<file path="src/rtl/binary_game_ctrl_pkg.sv">
// ---------------------------------------------------------------------------
// binary_game_ctrl_pkg
// Shared definitions for the "count binary" DIP-switch game sequencer:
// FSM state codes (also visible on state_o), the LFSR tap mask, the shared
// timer width and the LFSR step function.
// ---------------------------------------------------------------------------
package binary_game_ctrl_pkg;

  localparam int TIMER_W = 24;

  // State codes are exported on state_o, so the values are fixed.
  localparam logic [2:0] ST_IDLE   = 3'd0;
  localparam logic [2:0] ST_LOAD   = 3'd1;
  localparam logic [2:0] ST_SHOW   = 3'd2;
  localparam logic [2:0] ST_WAIT   = 3'd3;
  localparam logic [2:0] ST_JUDGE  = 3'd4;
  localparam logic [2:0] ST_RESULT = 3'd5;
  localparam logic [2:0] ST_FINAL  = 3'd6;

  // Taps 8,6,5,4 of x^8+x^6+x^5+x^4+1 (maximal length, never hits zero).
  localparam logic [7:0] LFSR_TAPS = 8'hB8;

  typedef logic [3:0] nibble_t;

  function automatic logic [7:0] lfsr_next(input logic [7:0] s);
    return {s[6:0], ^(s & LFSR_TAPS)};
  endfunction

endpackage

</file>
<file path="src/rtl/binary_game_ctrl_btn_debounce.sv">
// ---------------------------------------------------------------------------
// btn_debounce
// Two-flop synchroniser, stability counter and rising-edge pulse for the raw
// submit button. A new level is accepted only after DEBOUNCE_CYC consecutive
// equal synchronised samples; o_pulse is high for one cycle when the accepted
// level goes 0->1 (release produces no pulse). Latency: 2 + DEBOUNCE_CYC.
// Ports:
//   clk      in   system clock
//   rst_n    in   synchronous active-low reset
//   i_btn    in   raw asynchronous button
//   o_pulse  out  one-cycle pulse on debounced press
// ---------------------------------------------------------------------------
module btn_debounce #(
  parameter int DEBOUNCE_CYC = 50000
) (
  input  logic clk,
  input  logic rst_n,
  input  logic i_btn,
  output logic o_pulse
);

  localparam int                CNT_W    = $clog2(DEBOUNCE_CYC + 1);
  localparam logic [CNT_W-1:0]  CNT_LAST = CNT_W'(DEBOUNCE_CYC - 1);

  logic             r_sync1;
  logic             r_sync2;
  logic             r_stable;
  logic             r_pulse;
  logic [CNT_W-1:0] r_cnt;

  always_ff @(posedge clk) begin
    if (!rst_n) begin
      r_sync1  <= 1'b0;
      r_sync2  <= 1'b0;
      r_stable <= 1'b0;
      r_pulse  <= 1'b0;
      r_cnt    <= '0;
    end else begin
      r_sync1 <= i_btn;
      r_sync2 <= r_sync1;
      r_pulse <= 1'b0;
      // Any sample agreeing with the accepted level restarts the count.
      if (r_sync2 == r_stable) begin
        r_cnt <= '0;
      end else if (r_cnt == CNT_LAST) begin
        r_cnt    <= '0;
        r_stable <= r_sync2;
        r_pulse  <= r_sync2;
      end else begin
        r_cnt <= r_cnt + 1'b1;
      end
    end
  end

  assign o_pulse = r_pulse;

endmodule

</file>
<file path="src/rtl/binary_game_ctrl.sv">
// ---------------------------------------------------------------------------
// binary_game_ctrl
// Round sequencer for the "count binary" game: shows a pseudo-random 4-bit
// target, hides it, takes the player's DIP-switch answer on a debounced
// button press, shows pass/fail, and after ROUNDS rounds shows the score.
// Optional feature macro: GAME_TIMEOUT_EN (input window times out after
// TIMEOUT_CYC cycles and the round is scored as wrong).
// Ports:
//   clk      in   system clock
//   rst_n    in   synchronous active-low reset
//   sw[3:0]  in   player DIP switches (asynchronous)
//   btn      in   raw submit/start button (asynchronous, bouncy)
//   digit    out  nibble for the 7-seg decoder
//   dp       out  decimal point: answer correct / final-score marker
//   blank    out  1 = decoder output forced off by the top level
//   state_o  out  current FSM state (debug)
//   score    out  correct answers in the current game
// ---------------------------------------------------------------------------
module binary_game_ctrl
  import binary_game_ctrl_pkg::*;
#(
  parameter int         ROUNDS       = 5,
  parameter int         DEBOUNCE_CYC = 50000,
  parameter int         SHOW_CYC     = 1000000,
  parameter int         RESULT_CYC   = 500000,
`ifdef GAME_TIMEOUT_EN
  parameter int         TIMEOUT_CYC  = 5000000,
`endif
  parameter logic [7:0] LFSR_SEED    = 8'hA5
) (
  input  logic       clk,
  input  logic       rst_n,
  input  logic [3:0] sw,
  input  logic       btn,
  output logic [3:0] digit,
  output logic       dp,
  output logic       blank,
  output logic [2:0] state_o,
  output logic [3:0] score
);

  localparam logic [TIMER_W-1:0] SHOW_LAST   = TIMER_W'(SHOW_CYC - 1);
  localparam logic [TIMER_W-1:0] RESULT_LAST = TIMER_W'(RESULT_CYC - 1);
  localparam logic [3:0]         ROUNDS_N    = 4'(ROUNDS);

  logic [2:0]         r_state;
  logic [2:0]         w_state_nxt;
  logic [7:0]         r_lfsr;
  nibble_t            r_tgt;
  logic               r_ok;
  logic               r_miss;
  logic [3:0]         r_score;
  logic [3:0]         r_round;
  logic [TIMER_W-1:0] r_timer;
  logic [3:0]         r_sw_s1;
  logic [3:0]         r_sw_s2;
  logic               w_btn_pulse;
  logic               w_show_done;
  logic               w_result_done;
  logic               w_timeout;
  logic               w_ok;
  logic               w_timed;

  btn_debounce #(
    .DEBOUNCE_CYC(DEBOUNCE_CYC)
  ) u_btn (
    .clk    (clk),
    .rst_n  (rst_n),
    .i_btn  (btn),
    .o_pulse(w_btn_pulse)
  );

  // Switch synchroniser: pure data path, no reset needed.
  always_ff @(posedge clk) begin
    r_sw_s1 <= sw;
    r_sw_s2 <= r_sw_s1;
  end

  assign w_show_done   = (r_timer == SHOW_LAST);
  assign w_result_done = (r_timer == RESULT_LAST);
  assign w_timed       = (r_state == ST_SHOW) || (r_state == ST_WAIT) ||
                         (r_state == ST_RESULT);

`ifdef GAME_TIMEOUT_EN
  localparam logic [TIMER_W-1:0] TIMEOUT_LAST = TIMER_W'(TIMEOUT_CYC - 1);
  assign w_timeout = (r_timer == TIMEOUT_LAST);
`else
  assign w_timeout = 1'b0;
`endif

  // A timed-out round is wrong regardless of the switches.
  assign w_ok = !r_miss && (r_sw_s2 == r_tgt);

  always_comb begin
    w_state_nxt = r_state;
    case (r_state)
      ST_IDLE:   if (w_btn_pulse) w_state_nxt = ST_LOAD;
      ST_LOAD:   w_state_nxt = ST_SHOW;
      // Presses during SHOW/RESULT are simply not looked at.
      ST_SHOW:   if (w_show_done) w_state_nxt = ST_WAIT;
      ST_WAIT:   if (w_btn_pulse || w_timeout) w_state_nxt = ST_JUDGE;
      ST_JUDGE:  w_state_nxt = ST_RESULT;
      ST_RESULT: if (w_result_done)
                   w_state_nxt = (r_round == ROUNDS_N) ? ST_FINAL : ST_LOAD;
      ST_FINAL:  if (w_btn_pulse) w_state_nxt = ST_IDLE;
      default:   w_state_nxt = ST_IDLE;
    endcase
  end

  always_ff @(posedge clk) begin
    if (!rst_n) begin
      r_state <= ST_IDLE;
      r_lfsr  <= LFSR_SEED;
      r_tgt   <= '0;
      r_ok    <= 1'b0;
      r_miss  <= 1'b0;
      r_score <= '0;
      r_round <= '0;
      r_timer <= '0;
    end else begin
      r_state <= w_state_nxt;
      r_lfsr  <= lfsr_next(r_lfsr);

      // One timer serves every timed state; restart it on each state change.
      if (w_state_nxt != r_state)
        r_timer <= '0;
      else if (w_timed)
        r_timer <= r_timer + 1'b1;

      case (r_state)
        ST_IDLE: if (w_btn_pulse) begin
          r_score <= '0;
          r_round <= '0;
        end
        // Bump a repeated target so consecutive rounds always differ.
        ST_LOAD: r_tgt <= (r_lfsr[3:0] == r_tgt) ? r_lfsr[3:0] + 4'd1 : r_lfsr[3:0];
        // A press in the same cycle as the timeout is a normal submit.
        ST_WAIT: r_miss <= w_timeout && !w_btn_pulse;
        ST_JUDGE: begin
          r_ok    <= w_ok;
          r_round <= r_round + 4'd1;
          if (w_ok && (r_score != 4'hF))
            r_score <= r_score + 4'd1;
        end
        default: ;
      endcase
    end
  end

  always_comb begin
    digit = '0;
    dp    = 1'b0;
    blank = 1'b1;
    case (r_state)
      ST_SHOW: begin
        digit = r_tgt;
        blank = 1'b0;
      end
      ST_RESULT: begin
        digit = r_tgt;
        dp    = r_ok;
        blank = 1'b0;
      end
      ST_FINAL: begin
        digit = r_score;
        dp    = 1'b1;
        blank = 1'b0;
      end
      default: ;
    endcase
  end

  assign state_o = r_state;
  assign score   = r_score;

endmodule

</file>
<file path="config.mk">
export PLATFORM = sky130hd
export DESIGN_NAME = binary_game_ctrl
export DESIGN_NICKNAME = d
export VERILOG_FILES = /design/src/rtl/binary_game_ctrl_pkg.sv /design/src/rtl/binary_game_ctrl_btn_debounce.sv /design/src/rtl/binary_game_ctrl.sv
export SDC_FILE = /design/constraint.sdc
export NUM_CORES = 1
export LEC_CHECK = 0
export CAP_MARGIN = 20
export CORE_ASPECT_RATIO = 0.9
export CORE_MARGIN = 2
export CORE_UTILIZATION = 53
export CTS_CLUSTER_SIZE = 24
export DETAILED_ROUTE_END_ITERATION = 10
export PLACE_DENSITY_LB_ADDON = 0.12
export RECOVER_POWER = 100
export SLEW_MARGIN = 20
export SYNTH_ARGS = -nofsm -noshare
export SYNTH_HDL_FRONTEND = slang
export SYNTH_SLANG_ARGS = --single-unit
</file>
<file path="constraint.sdc">
create_clock -name clk -period 2.05 [get_ports clk]
set_clock_uncertainty 0.15 [all_clocks]
set_input_delay 0.41 -clock clk [delete_from_list [all_inputs] [get_ports clk]]
set_output_delay 0.41 -clock clk [all_outputs]
set_load 0.1 [all_outputs]
</file>
==> flow_summary.toml <==
[synthesis]
synthArstFlopShare_pct = 0
synth-main-ff-cell = "dfxtp_1"
synth_edf_count = 0
syn_nets = 393
syn_area_mm2 = 0.00348
syn_avg_cell_area_um2 = 9.15
syn_inst = 380
yosysWarnings = 0
synth-seq-cells = 76
synth.distinct_cells = 54
yosysSeqAreaShare_pct = 43.8

[grt]
gr-total-overflow = 0
antenna_found_initial = 0
grt_pass1_wl_um = 13500
grt_max_degree = 25
met3_usage_pct = 5.08
grt_usage_pct = 24.5
grt_use_met2_pct = 39.5
grt_pass1_vias = 2933
busiest_layer = "met2"
grt_use_met1_pct = 32.2

[detailed_routing]
firstDrtPassIters = 4
drtIter0Drc = 145
post_drt_wl_per_cell_um = 14.8
wirelength_um = 8070
vias_per_cell = 5.32
postRouteAntennaNets = 0
num_vias = 2901
route.detailed.drc = 0

[critical_path]
worstSetupEndpointType = "flop"
start_kind = "flop"
crit_fanout = 5
critPathArrivalTime_ns = 2.29
path_class = "reg -> reg"
critPathRequiredTime_ns = 2.20
r2r_slack_ns = -0.09

[die]
floorplan.die_area_mm2 = 0.00723
core-area_mm2 = 0.00622
die_h_um = 80.8
rows = 27
die_w_um = 89.4
io_pins = 20
initial_core_util_pct = 55.9

[power]
p_seq_share_pct = 41.1
p_leak_nw = 1.80
p_sw_mw = 1.20
combPwrFrac_pct = 25.8
switching_share_pct = 30.6
clockPowerShare_pct = 33.1
p_int_mw = 2.72
power.density_mw_per_mm2 = 836
power_mw = 3.91
ir_drop_uv = 454

[placed_design]
hpwl_um = 5320
port_buffers = 19
gp_congestion = 0.882

[clocking]
cts_root_buffer = "clkbuf_8"
cts-htree-levels = 3
cts_sinks = 76
cts-hold-fix-buffers = 0
cts_tree = "built"
clk_pin_slew_worst_paths_ns = 0.08
clk_latency_ns = 0.36
clk_path_buf_depth = 2
numCtsBuffers = 9

[timing]
hold_viol = 0
period_minus_slack_ns = 2.14
fin_tns_setup_ns = -0.871
finalSetupViolCount = 30
holdWs_ns = 0.181
slew_headroom_pct = 49.0
grt_setup_unrepaired = "yes"
slew_viol_final = 0
tightest_slew_ns = 0.765
final.setup.worst_slack_ns = -0.0880
post-route-period-util_pct = 104
fmax_mhz = 468

[finish]
regArea_mm2 = 0.00154
syn_to_final_growth_pct = 34.6
diodes = 0
drive_gt1_share_pct = 28.2
multi_input_area_mm2 = 0.00202
fillCellCount = 443
nNetsFinal = 466

[run]
drv_cap = 0

[min_path]
hold_class = "reg -> reg"

[run_status]
violations = "setup timing"
status = "complete, but fails checks"
==> logic make-up (layout without fill, tap and decap cells) <==
logic type	Yosys count	count (layout)	synth area share (%)
XOR/XNOR	55	55	13.9
multiplexers	3	3	0.864
flip-flops	76	76	43.8
adder cells (fa/ha/maj)	6	6	2.16
AND/OR/NAND/NOR	180	180	27.9
AO/OA/AOI/OAI	39	39	8.78
buffers and inverters	21	99	2.73
==> power groups by stage <==
stage	registers [mW]	logic (mW)	clock network (mW)
global placement	1.64	0.803	0
detailed placement	1.64	0.818	0
finish	1.61	1.01	1.29
CTS	1.61	1.01	1.31
floorplan	1.73	0.478	0
global route	1.62	1.07	1.36
==> worst max-delay path: stages (launching register included) <==
cell	delay, ns
dfxtp_4	0.37
bufbuf_16	0.26
buf_4	0.13
nor3b_2	0.22
buf_4	0.19
nand4_1	0.12
and3_2	0.28
a211oi_1	0.23
a31o_2	0.13
==> cell usage after synthesis, types with 3 or more instances <==
cell       n  area [um^2]
a211oi_1   3         22.5
a21oi_1   12         60.1
a32o_1     4         40.0
and2_1     7         43.8
and3_1     5         31.3
clkbuf_1   8         30.0
dfxtp_1   76         1520
ha_1       6         75.1
inv_1      8         30.0
mux2i_1    3         30.0
nand2_1   21         78.8
nand2b_1   9         56.3
nand3_1   14         70.1
nand4_1   16          100
nor2_1    58          218
nor2_2    10         62.6
nor2b_1    7         43.8
nor3_1     9         45.0
nor3b_1    4         30.0
nor4_1     3         18.8
o21ai_0    8         40.0
xnor2_1   24          210
xor2_1    31          272
==> metrics by stage <==
step                instances  area, um^2  util (%)  setup slack (ns)
finish                    545        4680      75.3           -0.0880
global route              545        4680      75.3            -0.138
CTS                       542        4670      75.2            -0.104
detailed placement        514        4270      68.8           -0.0138
global placement          514        4270      68.8            0.0382
floorplan                 380        3610         -            -0.101
==> cell usage in the layout, fill, tap and decap left out, types with 4 or more instances in the layout <==
cell | synthesis | layout
nor3_1 | 9 | 7
nand3_1 | 14 | 14
nand2b_1 | 9 | 8
dlygate4sd3_1 | 0 | 5
dfxtp_1 | 76 | 71
and2_1 | 7 | 4
xor2_1 | 31 | 31
o21ai_0 | 8 | 5
nor2_2 | 10 | 10
and3_1 | 5 | 4
clkbuf_8 | 0 | 10
ha_1 | 6 | 5
buf_4 | 0 | 45
nand4_1 | 16 | 16
nand2_1 | 21 | 21
inv_1 | 8 | 8
a32o_4 | 0 | 4
buf_12 | 0 | 11
a21oi_1 | 12 | 11
buf_6 | 2 | 5
xnor2_1 | 24 | 24
nor2b_1 | 7 | 4
nor2_1 | 58 | 57
==> path summary, 6_finish.rpt <==
kind | start | end | cells past startpoint
hold / removal | r_sw_s1[0]$_DFF_P_ | r_sw_s2[0]$_DFF_P_ | 0
setup reg to reg | state_o[1]$_SDFF_PN0_ | score[2]$_SDFFE_PN0P_ | 8
setup / recovery | state_o[1]$_SDFF_PN0_ | score[2]$_SDFFE_PN0P_ | 8
hold reg to reg | r_sw_s1[0]$_DFF_P_ | r_sw_s2[0]$_DFF_P_ | 0
==> metal layers <==
| layer | vias to the layer above | share of wire (%) |
|---|---|---|
| met5 | - | 0 |
| met3 | 12 | 5.1 |
| li1 | 1453 | - |
| met2 | 67 | 48 |
| met4 | 0 | 1.6 |
| met1 | 1369 | 46 |
==> repair_timing <==
action,in CTS,in global routing
pin swaps,5,5
setup buffers,11,3
endpoints found under the setup margin,19,37
gates resized for setup,14,8
gates cloned,1,0
==> layout make-up <==
type                    count  area share [%]
inverters                   9           0.722
well taps                  87            2.33
multi-input cells         283            43.2
flip-flops and latches     76            32.8
clock inverters             5            1.82
clock buffers              11            3.02
repair buffers             74            16.1
==> state kept, by name, indices dropped and copies added, names as in the netlist, 3 cells and up <==
register / cells
r_lfsr: 8
r_tgt: 4
r_round: 4
r_sw_s1: 4
state_o: 3
u_btn.r_cnt: 16
r_sw_s2: 4
r_timer: 24
score: 4
Power figures use the tool's default switching activity.
